### src/rtl/mux8_rr_arbiter_pkg.sv
// Shared types, constants and the round-robin search used by the 8-way arbiter.
package mux8_arb_pkg;

   localparam int N    = 8;
   localparam int SELW = 3;

   typedef enum logic [0:0] {
      IDLE  = 1'b0,
      GRANT = 1'b1
   } state_e;

   // First set bit of req at or after start, wrapping modulo 8; scanned from the far end so the nearest hit wins.
   function automatic logic [SELW-1:0] next_rr(input logic [N-1:0] req, input logic [SELW-1:0] start);
      logic [SELW-1:0] idx;
      logic [SELW-1:0] cand;
      idx = start;
      for (int i = N - 1; i >= 0; i--) begin
         cand = start + SELW'(i);
         if (req[cand]) begin
            idx = cand;
         end else begin
            idx = idx;
         end
      end
      return idx;
   endfunction

endpackage

### src/rtl/mux8_rr_arbiter_if.sv
// Requester/downstream bundle of the 8-way round-robin arbiter.
interface mux8_rr_arbiter_if #(
   parameter int DW = 1
);
   logic [7:0]      req;
   logic [8*DW-1:0] din;
   logic            out_ready;
   logic            out_valid;
   logic [DW-1:0]   out_data;
   logic [2:0]      sel;
   logic [7:0]      gnt;
   logic            busy;

   modport master (
      output req, din, out_ready,
      input  out_valid, out_data, sel, gnt, busy
   );

   modport slave (
      input  req, din, out_ready,
      output out_valid, out_data, sel, gnt, busy
   );
endinterface

### src/rtl/mux8_rr_arbiter_rr_pick8.sv
// Combinational rotate/priority-find over 8 requests starting at a given index.
module rr_pick8
   import mux8_arb_pkg::*;
(
   input  logic [N-1:0]    req,
   input  logic [SELW-1:0] start,
   output logic [SELW-1:0] idx,
   output logic            any
);

   assign idx = next_rr(req, start);
   assign any = |req;

endmodule

### src/rtl/mux8_rr_arbiter.sv
// Round-robin sequencer sharing one 8:1 mux among 8 requesters, with a bounded hold per owner.
module mux8_rr_arbiter
   import mux8_arb_pkg::*;
#(
   parameter int DW       = 1,
   parameter int MAX_HOLD = 4
)(
   input  logic             clk,
   input  logic             rst,
   mux8_rr_arbiter_if.slave bus
);

   localparam logic [3:0] MAX_HOLD_C = 4'(MAX_HOLD);

   state_e          state_q, state_d;
   logic [SELW-1:0] sel_q, sel_d;
   logic [SELW-1:0] last_sel_q, last_sel_d;
   logic [3:0]      hold_cnt_q, hold_cnt_d;
   logic            owned_q, owned_d;

   logic [SELW-1:0] pick_idx_s;
   logic            pick_any_s;
   logic [SELW-1:0] winner_s;
   logic            keep_s;
   logic [3:0]      hold_inc_s;

   rr_pick8 u_pick (
      .req   (bus.req),
      .start (last_sel_q + 3'd1),
      .idx   (pick_idx_s),
      .any   (pick_any_s)
   );

   // owned_q is cleared on abort so an aborted requester cannot claim continuation of a run.
   assign keep_s     = bus.req[last_sel_q] && owned_q && (hold_cnt_q < MAX_HOLD_C);
   assign winner_s   = keep_s ? last_sel_q : pick_idx_s;
   assign hold_inc_s = (hold_cnt_q == 4'd15) ? 4'd15 : (hold_cnt_q + 4'd1);

   // Next-state, selection and hold bookkeeping.
   always_comb begin
      state_d    = state_q;
      sel_d      = sel_q;
      last_sel_d = last_sel_q;
      hold_cnt_d = hold_cnt_q;
      owned_d    = owned_q;
      case (state_q)
         IDLE: begin
            if (pick_any_s) begin
               state_d    = GRANT;
               sel_d      = winner_s;
               hold_cnt_d = (winner_s == last_sel_q) ? hold_inc_s : 4'd1;
            end else begin
               state_d = IDLE;
            end
         end
         GRANT: begin
            if (bus.out_ready) begin
               state_d    = IDLE;
               last_sel_d = sel_q;
               owned_d    = 1'b1;
            end else if (!bus.req[sel_q]) begin
               state_d    = IDLE;
               hold_cnt_d = 4'd0;
               owned_d    = 1'b0;
            end else begin
               state_d = GRANT;
            end
         end
         default: begin
            state_d = IDLE;
         end
      endcase
   end

   // State and bookkeeping registers with synchronous reset.
   always_ff @(posedge clk) begin
      if (rst) begin
         state_q    <= IDLE;
         sel_q      <= 3'd0;
         last_sel_q <= 3'd7;
         hold_cnt_q <= 4'd0;
         owned_q    <= 1'b0;
      end else begin
         state_q    <= state_d;
         sel_q      <= sel_d;
         last_sel_q <= last_sel_d;
         hold_cnt_q <= hold_cnt_d;
         owned_q    <= owned_d;
      end
   end

   assign bus.busy      = (state_q == GRANT);
   assign bus.out_valid = (state_q == GRANT);
   assign bus.sel       = sel_q;
   assign bus.out_data  = (state_q == GRANT) ? bus.din[int'(sel_q)*DW +: DW] : {DW{1'b0}};
   assign bus.gnt       = ((state_q == GRANT) && bus.out_ready) ? (8'b1 << sel_q) : 8'h00;

endmodule

### src/flat_wrapper.sv
// flat-port wrapper written by rule: the top's interface ports become plain ports
module mux8_rr_arbiter_flat import mux8_arb_pkg::*;
#(
   parameter int DW       = 1,
   parameter int MAX_HOLD = 4
)
  (clk, rst, bus_req, bus_din, bus_out_ready, bus_out_valid, bus_out_data, bus_sel, bus_gnt, bus_busy);
  mux8_rr_arbiter_if #(.DW(DW)) bus_i ();
  input  logic clk;
  input  logic rst;
  input wire logic [$bits(bus_i.req)-1:0] bus_req;
  input wire logic [$bits(bus_i.din)-1:0] bus_din;
  input wire logic [$bits(bus_i.out_ready)-1:0] bus_out_ready;
  output wire logic [$bits(bus_i.out_valid)-1:0] bus_out_valid;
  output wire logic [$bits(bus_i.out_data)-1:0] bus_out_data;
  output wire logic [$bits(bus_i.sel)-1:0] bus_sel;
  output wire logic [$bits(bus_i.gnt)-1:0] bus_gnt;
  output wire logic [$bits(bus_i.busy)-1:0] bus_busy;
  assign bus_i.req = bus_req;
  assign bus_i.din = bus_din;
  assign bus_i.out_ready = bus_out_ready;
  assign bus_out_valid = bus_i.out_valid;
  assign bus_out_data = bus_i.out_data;
  assign bus_sel = bus_i.sel;
  assign bus_gnt = bus_i.gnt;
  assign bus_busy = bus_i.busy;
  mux8_rr_arbiter #(.DW(DW), .MAX_HOLD(MAX_HOLD)) u_core (.clk(clk), .rst(rst), .bus(bus_i));
endmodule
### config.mk
export PLATFORM = sky130hd
export DESIGN_NAME = mux8_rr_arbiter_flat
export DESIGN_NICKNAME = d
export VERILOG_FILES = /design/src/rtl/mux8_rr_arbiter_pkg.sv /design/src/rtl/mux8_rr_arbiter_if.sv /design/src/rtl/mux8_rr_arbiter_rr_pick8.sv /design/src/rtl/mux8_rr_arbiter.sv /design/src/flat_wrapper.sv
export SDC_FILE = /design/constraint.sdc
export NUM_CORES = 1
export LEC_CHECK = 0
export ABC_AREA = 0
export CAP_MARGIN = 25
export CORE_ASPECT_RATIO = 2
export CORE_MARGIN = 8
export CORE_UTILIZATION = 26
export CTS_BUF_LIST = sky130_fd_sc_hd__clkbuf_16
export DETAILED_ROUTE_END_ITERATION = 8
export MAX_ROUTING_LAYER = met4
export PLACE_DENSITY_LB_ADDON = 0.15
export SETUP_SLACK_MARGIN = 0.02
export SYNTH_ARGS = -nofsm -noshare
export SYNTH_HDL_FRONTEND = slang
export SYNTH_SLANG_ARGS = --single-unit
### constraint.sdc
create_clock -name clk -period 3.1 [get_ports clk]
set_input_delay 0.62 -clock clk [delete_from_list [all_inputs] [get_ports clk]]
set_output_delay 0.62 -clock clk [all_outputs]
set_load 0.01 [all_outputs]
# ---- Yosys cells after proc, flatten, opt, wreduce, memory -nomap -nowiden
# Index checks and enable logic that the tools add are counted.
dict set report totals {
  ff_bits 12
  mem_bits_ro 0
  inputBits 19
  mem_bits_rw 0
  wordCells 85
  n_memories 0
  latch_bits 0
}
dict set report classes {
  n_lt_le_gt_ge 11
  n_eq_ne 6
  mux 43
  addsub 9
  n_mul 0
  shift 2
  div_mod_pow 0
  n_bitwise 1
  reduce_logical 8
}
# cell n
set ops {}
lappend ops {{$lt 3x4->1 const B} 10}
lappend ops {{$bmux 1 s3} 10}
lappend ops {{$mux 3} 9}
lappend ops {{$mux 4} 5}
lappend ops {{$mux 1} 16}
lappend ops {{$add 3x3->3 const B} 4}
lappend ops {{$mux 8} 1}
lappend ops {{$pmux 4 s2} 1}
lappend ops {{$reduce_or 8->1} 1}
lappend ops {{$shiftx 8x4->1} 1}
lappend ops {{$shl 1x3->8 const A} 1}
lappend ops {{$add 3x1->3 const B} 2}
lappend ops {{$add 3x2->3 const B} 2}
lappend ops {{$ne 2x2->1 const B} 3}
lappend ops {{$reduce_and 2->1} 3}
lappend ops {{$add 4x1->4 const B} 1}
lappend ops {{$eq 4x4->1 const B} 1}
lappend ops {{$lt 4x3->1 const B} 1}
lappend ops {{$eq 3x3->1} 1}
lappend ops {{$logic_and 1x1->1} 3}
lappend ops {{$reduce_and 3->1} 1}
lappend ops {{$ne 2x1->1 const B} 1}
lappend ops {{$pmux 1 s2} 1}
lappend ops {{$not 1->1} 1}

# ---- Depth between registers and ports, before layout
# Gate-level depths: netlist of the first run.
dict set report logic_depth {
  ltp_word 17
  depth_mapped 14
  mapped_depth_nobuf 10
}

# ---- Hierarchy
# From an unflattened synthesis of the first run, not the netlist that was laid out.
dict set report hier_totals {
  cells_unflattened 199
  area_unflattened_um2 1855.5
}
# mod cells_each instances area_each_um2 seq_area_each_um2
set modules_own_cells {}
lappend modules_own_cells {mux8_rr_arbiter 105 1 980.9 240.2}
lappend modules_own_cells {rr_pick8 94 1 874.6 0.0}

# ---- Worst setup path after synthesis of the first run
# Ideal clock, no wire load.
dict set report synth_path {
  path_type {register to register}
  from {register u_core.last_sel_q[0]}
  to {register u_core.hold_cnt_q[0]}
  path_stages_with_launch 13
  path_buffers 3
  t_arrival_ns 3.269
  synth_period_minus_slack_ns 3.403
  path_slack_ns -0.303
  setup_ns 0.134
  cell_sequence {dfxtp_1 buf_2 buf_2 inv_1 ha_1 buf_6 mux4_2 mux2_4 o311a_1 or3_4 a21oi_4 a41o_1 a21oi_1}
}
dict set report synth_via {
  elab_chain_len 17
  word_cells_on_any_way 41
  cone_classes {8 x add/sub; 1 x eq/ne; 30 x mux; 2 x reduce/logical}
}
# element line
set synth_lines {}
lappend synth_lines {{start: declaration} mux8_rr_arbiter.sv:17} ;# logic [SELW-1:0] last_sel_q, last_sel_d;
lappend synth_lines {{start signal: assignment} mux8_rr_arbiter.sv:86} ;# last_sel_q <= last_sel_d;
lappend synth_lines {{$add 3x1->3} mux8_rr_arbiter.sv:29} ;# .start (last_sel_q + 3'd1),
lappend synth_lines {{$add 3x3->3} mux8_rr_arbiter_pkg.sv:18} ;# cand = start + SELW'(i);
lappend synth_lines {{$bmux 1 s3} mux8_rr_arbiter_pkg.sv:19} ;# if (req[cand]) begin
lappend synth_lines {{$mux 1 (not written as such)} mux8_rr_arbiter_pkg.sv:19}
lappend synth_lines {{$mux 3 (8 in series)} mux8_rr_arbiter_pkg.sv:19}
lappend synth_lines {{$mux 3} mux8_rr_arbiter.sv:36} ;# assign winner_s = keep_s ? last_sel_q : pick_idx_s;
lappend synth_lines {{$eq 3x3->1 (*)} mux8_rr_arbiter.sv:51} ;# hold_cnt_d = (winner_s == last_sel_q) ? hold_inc_s : 4'd1;
lappend synth_lines {{$mux 4 (*)} mux8_rr_arbiter.sv:51}
lappend synth_lines {{$mux 4 (*)} mux8_rr_arbiter.sv:48} ;# if (pick_any_s) begin
lappend synth_lines {{$pmux 4 s2 (*)} mux8_rr_arbiter.sv:46} ;# case (state_q)
lappend synth_lines {{end signal: assignment} mux8_rr_arbiter.sv:87} ;# hold_cnt_q <= hold_cnt_d;
lappend synth_lines {{end: declaration} mux8_rr_arbiter.sv:18} ;# logic [3:0] hold_cnt_q, hold_cnt_d;
# Mark *: on every way between the ends. The rest lies on a longest branch, timed or not. The select of a mux whose other input is x is not followed.
# A chain may end at the register's enable or synchronous reset.

# ---- Worst setup path after layout of the first run
dict set report layout_path {
  from {register u_core.last_sel_q[1]}
  to {register u_core.hold_cnt_q[0]}
}
# Same word-level chain as after synthesis.

==> results.ini, run 1 <==
[cells_and_area]
utilization_pct = 38.31
fillers = 667
fin_nets = 276
area_delta_synth_final_pct = 44.98
final_area_sq_mm = 0.002476
drive_above_1_share_pct = 32.02
diodes = 0
layout.cells.non_filler = 341

[floorplanning]
die_area_sq_mm = 0.009576
core.rowCount = 42
ioPinCount = 33
die_y_microns = 130.6
start_util_pct = 26.42
die_w_microns = 73.31
coreArea_sq_mm = 0.006464

[power]
max-vdd-ir-drop_mv = 0.3453
p_int_mw = 1.128
p_sw_uw = 824.5
swShare_pct = 42.24
seq_power_share_pct = 12.5
power_frac_comb_pct = 75.2
power_density_mw_per_mm2 = 788.3
pwr-share-clk_pct = 12.3
power.leakage_nw = 1.011

[placed_design]
dp.cells = 334
portBuffers = 32
dpl.hpwl_mm = 4.405
place_area_sq_mm = 0.002356
gp_congestion = 0.8657
place_ws_ns = -0.2916

[sta]
hold_viol = 0
fin_skew_ns = 0.001606
report.final.slew_viol_count = 0
fmax_mhz = 341.9
slew_headroom_pct = 67.53
setup_viol = 0
rsz0062_at_grt = false
fin_ws_ns = 0.1748
worst_pin_slew_ns = 0.4855
timing.final.crit_share_pct = 94.36
timing.final.crit_period_ns = 2.925

[drt]
ant_nets = 0
routed_wl_mm = 5.501
drtPass1Iterations = 4
wl_per_cell_microns = 16.13
drc_errors = 0
route.vias.total = 1772
first_iter_violations = 131
via_per_inst = 5.196

[grt]
grt_pass1_wl_mm = 9.025
grt_overflow = 0
grtUsageTotal_pct = 12.16
first_global_vias = 1856
antenna_found_initial = 0
grt_max_degree = 19

[logic_synthesis]
ys_warn_count = 0
syn_avg_cell_area_sq_um = 8.849
synth_area_leaders = mux4_2 (20%), dfxtp_1 (14%), mux2_2 (4.6%)
synth.net_count = 215
synthFlopType = dfxtp_1
yosys_register_bits = 12
netlist_area_sq_mm = 0.001708
synth_edf_count = 0
syn-instance-count = 193
synth-seq-area-share_pct = 14.07
synth_area_leader_cell = mux4_2
synth_top_area_share_pct = 19.78
async_flop_share_pct = 0
synth_cell_types = 58

[clock_network]
ctsHoldBuffers = 0
tritoncts = yes
cts_sinks = 12
h-tree-depth = 1
clockBufferDepth = 2
cts-root-buf = clkbuf_16
cts.reportedPaths.clkPinSlew_ns = 0.04
worstSkewPairLatency_ns = 0.24
cts_buffers = 3

[run_status]
status = finished, final reports clean

[worst_setup_path]
slowest_stage = mux4_2
path_class = reg -> reg
startpoint = u_core.last_sel_q[1]$_SDFFE_PP1P_
end_kind = register
r2r-start = u_core.last_sel_q[1]$_SDFFE_PP1P_
crit_chain = ha_4 > mux4_2 > mux2_4 > o311a_1 > or3_4 > a21oi_4 > a41o_1 > a21oi_1
worst_ep_required_time_ns = 3.21
start_kind = register
path_max_fanout = 9
critPathArrivalTime_ns = 3.03
slowest_delay_ns = 0.56

[run]
drv_cap = 0

[worst_hold_path]
hp-start = u_core.owned_q$_SDFFE_PP0P_
hold_path_class = reg -> reg

-- power by group through the flow --
stage | combinational, mW | clock [mW] | sequential (mW)
after floorplan | 0.974 | 0 | 0.230
after global placement | 1.45 | 0 | 0.247
after detailed placement | 1.44 | 0 | 0.248
after CTS | 1.46 | 0.243 | 0.245
after global routing | 1.60 | 0.253 | 0.251
final | 1.47 | 0.241 | 0.244
-- Yosys cell counts, types with 2 or more instances --
cell type	count
ha_1	3
nor4_1	2
buf_2	7
xor2_1	3
a32oi_1	2
mux2_2	7
a211oi_1	7
a21boi_0	2
nand3b_1	2
mux2i_1	5
a311oi_1	2
dfxtp_1	12
a211o_1	3
a31oi_1	4
nor2_1	12
clkbuf_1	5
nand2b_1	3
nor3_1	3
xnor2_1	3
nor2b_1	4
nand2_1	20
and3_1	4
a41oi_1	2
a31o_2	2
inv_1	10
nand3_1	5
o21ai_0	2
mux4_2	15
or3b_2	2
a21oi_1	11
a22oi_1	2
-- stage by stage --
step	hold slack, ns	TNS, ns	power [mW]
after CTS	0.4783	0	1.951
final	0.4733	0	1.952
after global placement	0.4621	-1.305	1.692
after floorplan	0.4400	-0.03928	1.203
after detailed placement	0.4673	-1.370	1.688
after global routing	0.5156	0	2.102
-- what timing repair did --
item / in CTS / in global routing
resized for setup: 4 / 8
pin swaps: 0 / 1
setup buffers: 3 / 0
endpoints found under the setup margin: 4 / 6
-- final timing paths --
path / to / slack (ns) / cells after the start
min: u_core.owned_q$_SDFFE_PP0P_ / 0.47 / 2
max reg2reg: u_core.hold_cnt_q[0]$_SDFFE_PP0P_ / 0.17 / 8
min reg2reg: u_core.owned_q$_SDFFE_PP0P_ / 0.47 / 2
max: u_core.hold_cnt_q[0]$_SDFFE_PP0P_ / 0.17 / 8
-- flip-flops by register name, indices dropped and copies added (netlist names) --
signal / flops
u_core.owned_q: 1
u_core.bus.sel: 3
u_core.hold_cnt_q: 4
u_core.last_sel_q: 3
u_core.bus.busy: 1
-- cell type report --
cell class / count / area (sq um) / area share, %
clock buffers: 3 / 75.07 / 3.032
repair buffers: 71 / 618.1 / 24.96
multi-input cells: 156 / 1388 / 56.04
inverters: 10 / 40.04 / 1.617
flip-flops and latches: 12 / 241.5 / 9.752
well taps: 88 / 110.1 / 4.447
clock inverters: 1 / 3.754 / 0.1516
-- routing by layer --
| metal | global-route usage [%] | share of wire [%] | vias up |
|---|---|---|---|
| met5 | - | 0 | - |
| met4 | 0.9490 | 0.18 | 0 |
| met3 | 2.829 | 4.8 | 2 |
| met2 | 22.26 | 51 | 46 |
| met1 | 13.33 | 44 | 858 |
| li1 | - | - | 866 |
-- worst max-delay path, delay by kind of cell, from the launching register on --
family                     cells  cell delay, ns
muxes                          2            0.86
AOI/OAI and AO/OA              4            0.77
adders and majority gates      1            0.37
and+or+nand+nor                1            0.40
DFF                            1            0.37
-- cells in the final DEF (no fill, tap or decap), types with 3 or more instances in the layout --
cell	instances
buf_4	39
clkdlybuf4s50_1	24
nand2_1	20
mux4_2	15
nor2_1	11
a21oi_1	11
dfxtp_1	11
inv_1	9
mux2_2	7
a211oi_1	7
nand3_1	5
mux2i_1	5
nor2b_1	4
a31oi_1	4
and3_1	4
dlymetal6s2s_1	4
dlygate4sd2_1	4
nand2b_1	3
nor3_1	3
xnor2_1	3
xor2_1	3
a211o_1	3
clkbuf_16	3
-- kinds of logic (layout without fill, tap and decap cells) --
| family | after synthesis | in the layout | share of synthesized area [%] |
|---|---|---|---|
| flip-flops | 12 | 12 | 14.07 |
| AND/OR/NAND/NOR | 64 | 64 | 19.49 |
| multiplexers | 28 | 28 | 28.21 |
| XOR/XNOR | 8 | 8 | 5.788 |
| AO/OA/AOI/OAI | 53 | 53 | 23.59 |
| adder cells (fa/ha/maj) | 3 | 3 | 2.198 |
| buffers and inverters | 25 | 85 | 6.667 |
Note: power is estimated with default switching activity, not from simulation.
==> run 2: changes to the inputs <==
--- a/config.mk
+++ b/config.mk
@@ -12,9 +12,9 @@
 export CORE_UTILIZATION = 26
 export CTS_BUF_LIST = sky130_fd_sc_hd__clkbuf_16
 export DETAILED_ROUTE_END_ITERATION = 8
+export GPL_TIMING_DRIVEN = 0
 export MAX_ROUTING_LAYER = met4
 export PLACE_DENSITY_LB_ADDON = 0.15
-export SETUP_SLACK_MARGIN = 0.02
 export SYNTH_ARGS = -nofsm -noshare
 export SYNTH_HDL_FRONTEND = slang
 export SYNTH_SLANG_ARGS = --single-unit
==> constraint.sdc (replaced) <==
create_clock -name clk -period 3.6 [get_ports clk]
set_input_delay 0.72 -clock clk [delete_from_list [all_inputs] [get_ports clk]]
set_output_delay 0.72 -clock clk [all_outputs]
set_load 0.01 [all_outputs]
==> run 2 against run 1 <==
Setup slack worse by 0.027 ns. Register-to-register slack worse by 0.03 ns. Critical path depth is 4 higher. Design area is 7.1% lower. Sequential cell count stayed put. Non-clock buffer count is 20 lower. Via count is 3.7% lower. Clock skew hardly changed. Largest power group unchanged.
==> results.ini, run 2 (synthesis results as in run 1) <==
[grt]
grt_overflow = 0  ; unchanged
grtUsageTotal_pct = 11.23  ; -0.93 points
antenna_found_initial = 0  ; unchanged
grt_pass1_wl_mm = 8.376  ; -7.2%
grt_max_degree = 11  ; -8
first_global_vias = 1736  ; -6.5%

[placed_design]
dpl.hpwl_mm = 4.013  ; -8.9%
dp.cells = 313  ; -6.3%
portBuffers = 32  ; unchanged
gp_congestion = 0.8079  ; -6.7%
place_area_sq_mm = 0.002138  ; -9.2%
place_ws_ns = -0.2431  ; +0.04844 ns

[worst_setup_path]
slowest_delay_ns = 0.52  ; -0.04 ns
end_kind = register
crit_chain = buf_8 > buf_6 > inv_1 > ha_1 > buf_6 > mux4_2 > mux2_4 > o311a_4 > or3_4 > a21oi_4 > a41o_1 > a21oi_1
critPathArrivalTime_ns = 3.55  ; +0.52 ns
slowest_stage = mux4_2
start_kind = register
path_buf_inv = 4  ; +4
path_max_fanout = 10  ; +1
crit_path_frequent_cell = buf_6
cp_top_family = compound AO/OA/AOI/OAI gates
path_class = reg -> reg
worst_ep_required_time_ns = 3.70  ; +0.49 ns

[drt]
wl_met1_mm = 2.324  ; -4.2%
dr_wl_met3_microns = 197  ; -26%
drtPass1Iterations = 4  ; unchanged
routed_wl_mm = 5.101  ; -7.3%
highest_layer = met4
drc_errors = 0  ; unchanged
wl_per_cell_microns = 15.94  ; -1.2%
ant_nets = 0  ; unchanged
wl_met2_mm = 2.531  ; -9.5%
first_iter_violations = 153  ; +17%
route.vias.total = 1707  ; -3.7%
via_per_inst = 5.334  ; +2.7%

[sta]
report.final.slew_viol_count = 0  ; unchanged
fmax_mhz = 289.7  ; -15%
timing.final.crit_period_ns = 3.452  ; +0.5271 ns
timing.final.crit_share_pct = 95.90  ; +1.5 points
tns_ns = 0  ; unchanged
fin_skew_ns = 0.001417  ; -0.0001891 ns
fin_ws_ns = 0.1477  ; -0.02708 ns
setup_viol = 0  ; unchanged
worst_pin_slew_ns = 0.5913  ; +0.1058 ns
slew_headroom_pct = 60.23  ; -7.3 points
hold_viol = 0  ; unchanged

[cells_and_area]
largest_register_ffs = 4  ; unchanged
layout.cells.non_filler = 320  ; -6.2%
area_delta_synth_final_pct = 34.73
mostFrequentLayoutCells = clkdlybuf4s50_1 (32), nand2_1 (20), mux4_2 (15), nor2_1 (12)
utilization_pct = 35.60  ; -2.7 points
diodes = 0  ; unchanged
final_common_cell = clkdlybuf4s50_1
drive_above_1_share_pct = 22.84  ; -9.2 points
fin_nets = 256  ; -7.2%
final_area_sq_mm = 0.002301  ; -7.1%
largest_register = u_core.hold_cnt_q

[floorplanning]
coreArea_sq_mm = 0.006464  ; unchanged
core.rowCount = 42  ; unchanged
die_area_sq_mm = 0.009576  ; unchanged
die_w_microns = 73.31  ; unchanged
start_util_pct = 26.42  ; unchanged
die_y_microns = 130.6  ; unchanged
ioPinCount = 33  ; unchanged

[clock_network]
cts_buffers = 3  ; unchanged
cts-root-buf = clkbuf_16
cts_sinks = 12  ; unchanged
cts.reportedPaths.clkPinSlew_ns = 0.04  ; about the same
clockBufferDepth = 2  ; unchanged
tritoncts = yes
worstSkewPairLatency_ns = 0.24  ; about the same
h-tree-depth = 1  ; unchanged

[power]
max-vdd-ir-drop_mv = 0.2130  ; -38%
power_density_mw_per_mm2 = 677.4  ; -14%
power.leakage_nw = 0.8560  ; -15%

[worst_hold_path]
hold_path_class = reg -> reg

[run]
drv_cap = 0  ; unchanged

[run_status]
status = finished, final reports clean

-- run 2: cell types whose count changed in the layout (fill, tap and decap cells not counted), sizes merged --
| cell | delta |
|---|---|
| buf | -25 |
| clkbuf | +5 |
| clkdlybuf4s50 | +8 |
| clkinv | -1 |
| dlygate4sd2 | -4 |
| dlymetal6s2s | -4 |
-- run 2: final cells by class --
cell class                      count  area, sq um
Timing Repair Buffer               36        350.3
Inverter                           10        37.54
Clock buffer                        3        75.07
Fill cell                         687         4163
Sequential cell                    12        241.5
Tap cell                           88        110.1
Buffer                             15        98.84
Multi-Input combinational cell    156         1388
-- run 2: path summary, 6_finish.rpt --
check	start	end	slack [ns]	cells after the start
setup / recovery	u_core.last_sel_q[0]$_SDFFE_PP1P_	u_core.hold_cnt_q[0]$_SDFFE_PP0P_	0.15	12
hold / removal	u_core.hold_cnt_q[1]$_SDFFE_PP0P_	u_core.hold_cnt_q[1]$_SDFFE_PP0P_	0.47	2
setup reg to reg	u_core.last_sel_q[0]$_SDFFE_PP1P_	u_core.hold_cnt_q[0]$_SDFFE_PP0P_	0.15	12
hold reg to reg	u_core.hold_cnt_q[1]$_SDFFE_PP0P_	u_core.hold_cnt_q[1]$_SDFFE_PP0P_	0.47	2
-- run 2: what timing repair did --
action / 4_1_cts / 5_1_grt
resized for setup: 3 / 9
buffers inserted: 1 / 3
hold buffers: 0 / 0
endpoints found under the setup margin: 5 / 5
pin swaps: 0 / 4
-- run 2: power by group --
| group | switching (mW) | leakage, nW | internal, mW |
|---|---|---|---|
| Clock | 0.0553 | 0.0370 | 0.144 |
| Sequential | 0.0255 | 0.0985 | 0.167 |
| Combinational | 0.603 | 0.721 | 0.564 |
-- run 2: through the flow --
stage	total power, mW	hold slack, ns
2_1_floorplan	1.018	0.4400
3_3_place_gp	1.300	0.4605
3_5_place_dp	1.299	0.4621
4_1_cts	1.514	0.4678
5_1_grt	1.690	0.4945
6_report	1.559	0.4684
-- run 2: routing by layer --
| layer | up-vias | track usage [%] |
|---|---|---|
| met5 | - | - |
| met4 | 0 | 2.254 |
| met3 | 9 | 2.141 |
| met2 | 58 | 18.71 |
| met1 | 813 | 13.66 |
| li1 | 827 | - |
-- run 2: tightest hold or removal path, stage by stage (launching register included) --
cell	delay [ns]
dfxtp_1	0.31
nand2_1	0.06
a21oi_1	0.05
==> run 3: changes to the inputs <==
--- a/config.mk
+++ b/config.mk
@@ -15,6 +15,7 @@
 export GPL_TIMING_DRIVEN = 0
 export MAX_ROUTING_LAYER = met4
 export PLACE_DENSITY_LB_ADDON = 0.15
+export RECOVER_POWER = 100
 export SYNTH_ARGS = -nofsm -noshare
 export SYNTH_HDL_FRONTEND = slang
 export SYNTH_SLANG_ARGS = --single-unit
==> run 3 against run 2 <==
Sequential cell count is the same. Clock power about the same. Wire length fell by 0.12%. Setup slack got worse by 0.011 ns. Global-route usage unchanged. Clock skew about the same. Sequential share of layout area stayed put. Die area is the same. Critical path type is now in -> reg. Largest cell class unchanged. Highest routed layer unchanged.
==> results.ini, run 3 (synthesis results as in run 1) <==
[worst_setup_path]
crit_chain = dlygate4sd3_1 > mux4_2 > a211oi_2 > a21oi_1 > a221o_1 > or3_4 > a21oi_4 > a41o_1 > a21oi_1
slowest_delay_ns = 0.66  ; +0.14 ns
path_max_fanout = 9  ; -1
start_kind = input pin
worst_ep_required_time_ns = 3.70  ; about the same
crit_path_frequent_cell = a21oi_1
end_kind = register
slowest_stage = dlygate4sd3_1
path_class = in -> reg
critPathArrivalTime_ns = 3.56  ; about the same

[drt]
first_iter_violations = 166  ; +8.5%
via_per_inst = 5.363  ; +0.53%
routed_wl_mm = 5.095  ; -0.12%
drc_errors = 0  ; unchanged
wl_per_cell_microns = 15.92  ; -0.12%
ant_nets = 0  ; unchanged
route.vias.total = 1716  ; +0.53%
drtPass1Iterations = 4  ; unchanged

[cells_and_area]
largest_register = u_core.hold_cnt_q
final_common_cell = nand2_1
mostFrequentLayoutCells = nand2_1 (20), dlygate4sd3_1 (17), mux4_2 (15), clkdlybuf4s50_1 (15), nor2_1 (12)
area_delta_synth_final_pct = 34.73  ; unchanged
utilization_pct = 35.60  ; unchanged
fin_nets = 256  ; unchanged
largest_register_ffs = 4  ; unchanged
drive_above_1_share_pct = 22.84  ; unchanged
diodes = 0  ; unchanged
final_area_sq_mm = 0.002301  ; unchanged

[clock_network]
cts_sinks = 12  ; unchanged
ctsHoldBuffers = 0  ; unchanged
cts-root-buf = clkbuf_16
clockBufferDepth = 2  ; unchanged
cts.reportedPaths.clkPinSlew_ns = 0.04  ; about the same
h-tree-depth = 1  ; unchanged
tritoncts = yes
cts_buffers = 3  ; unchanged
worstSkewPairLatency_ns = 0.24  ; about the same

[floorplanning]
die_area_sq_mm = 0.009576  ; unchanged
die_w_microns = 73.31  ; unchanged
die_y_microns = 130.6  ; unchanged
coreArea_sq_mm = 0.006464  ; unchanged
core.rowCount = 42  ; unchanged
ioPinCount = 33  ; unchanged
start_util_pct = 26.42  ; unchanged

[sta]
timing.final.crit_share_pct = 96.20  ; +0.31 points
fin_ws_ns = 0.1367  ; -0.01101 ns
timing.final.crit_period_ns = 3.463  ; +0.01101 ns
fmax_mhz = 288.7  ; -0.32%
setup_viol = 0  ; unchanged
tns_ns = 0  ; unchanged
slew_headroom_pct = 60.40  ; +0.18 points
report.final.slew_viol_count = 0  ; unchanged
worst_pin_slew_ns = 0.5887  ; -0.002635 ns
hold_viol = 0  ; unchanged
fin_skew_ns = 0.001429  ; +0.00001182 ns

[grt]
grt_max_degree = 11  ; unchanged
grt_overflow = 0  ; unchanged
antenna_found_initial = 0  ; unchanged
grtUsageTotal_pct = 11.23  ; unchanged
grt_pass1_wl_mm = 8.376  ; unchanged
first_global_vias = 1736  ; unchanged

[placed_design]
gp_congestion = 0.8079  ; unchanged
portBuffers = 32  ; unchanged
dpl.hpwl_mm = 4.013  ; unchanged
place_ws_ns = -0.2431  ; unchanged
place_area_sq_mm = 0.002138  ; unchanged

[power]
power.total_mw = 1.544  ; -0.96%
max-vdd-ir-drop_mv = 0.2109  ; -0.97%
power.leakage_nw = 0.8963  ; +4.7%
power_density_mw_per_mm2 = 670.9  ; -0.96%

[run_status]
status = finished, final reports clean

[run]
drv_cap = 0  ; unchanged

[worst_hold_path]
hold_path_class = reg -> reg

[run 3: cell count changes in the layout (fill, tap and decap cells not counted), sizes merged]
cell / before / now
clkdlybuf4s50: 32 / 15
dlygate4sd3: 0 / 17
[run 3: path summary, 6_finish.rpt]
kind                                           from                                 to  slack [ns]  cells past startpoint
setup / recovery                         bus_req[7]  u_core.hold_cnt_q[0]$_SDFFE_PP0P_        0.14                      9
hold / removal    u_core.hold_cnt_q[1]$_SDFFE_PP0P_  u_core.hold_cnt_q[1]$_SDFFE_PP0P_        0.47                      2
setup reg to reg  u_core.last_sel_q[0]$_SDFFE_PP1P_  u_core.hold_cnt_q[0]$_SDFFE_PP0P_        0.15                     12
hold reg to reg   u_core.hold_cnt_q[1]$_SDFFE_PP0P_  u_core.hold_cnt_q[1]$_SDFFE_PP0P_        0.47                      2
[run 3: per-stage QoR]
step | std cells | hold WS [ns]
finish | 320 | 0.4684
global route | 320 | 0.4945
CTS | 317 | 0.4678
detailed placement | 313 | 0.4621
global placement | 313 | 0.4605
floorplan | 193 | 0.4400
[run 3: critical path, delay by kind of cell]
family          cells  cell delay [ns]
buf+inv             1             0.66
compound gates      6             1.26
simple gates        1             0.35
mux                 1             0.58
[run 3: final cells by class]
| class | instances | area (sq um) |
|---|---|---|
| buffer | 15 | 98.84 |
| clock buffer | 3 | 75.07 |
| fill | 687 | 4163 |
| inverter | 10 | 37.54 |
| multi-input combinational | 156 | 1388 |
| sequential | 12 | 241.5 |
| tap | 88 | 110.1 |
| timing repair buffer | 36 | 350.3 |
[run 3: what timing repair did]
action	4_1_cts	5_1_grt
pin swaps	0	4
endpoints found under the setup margin	5	5
buffers inserted	1	3
resized for setup	3	9
[run 3: power by group]
part           leakage [nW]  switching, mW  internal [mW]  total, mW
logic                 0.761          0.602          0.551       1.15
registers            0.0985         0.0246          0.167      0.191
clock network        0.0370         0.0553          0.144      0.200
[run 3: metal layers]
metal	vias to the layer above	global-route usage [%]	routed length, microns
met3	7	2.141	218
li1	827	-	-
met4	0	2.254	44
met2	61	18.71	2537
met1	821	13.66	2295
met5	-	-	0
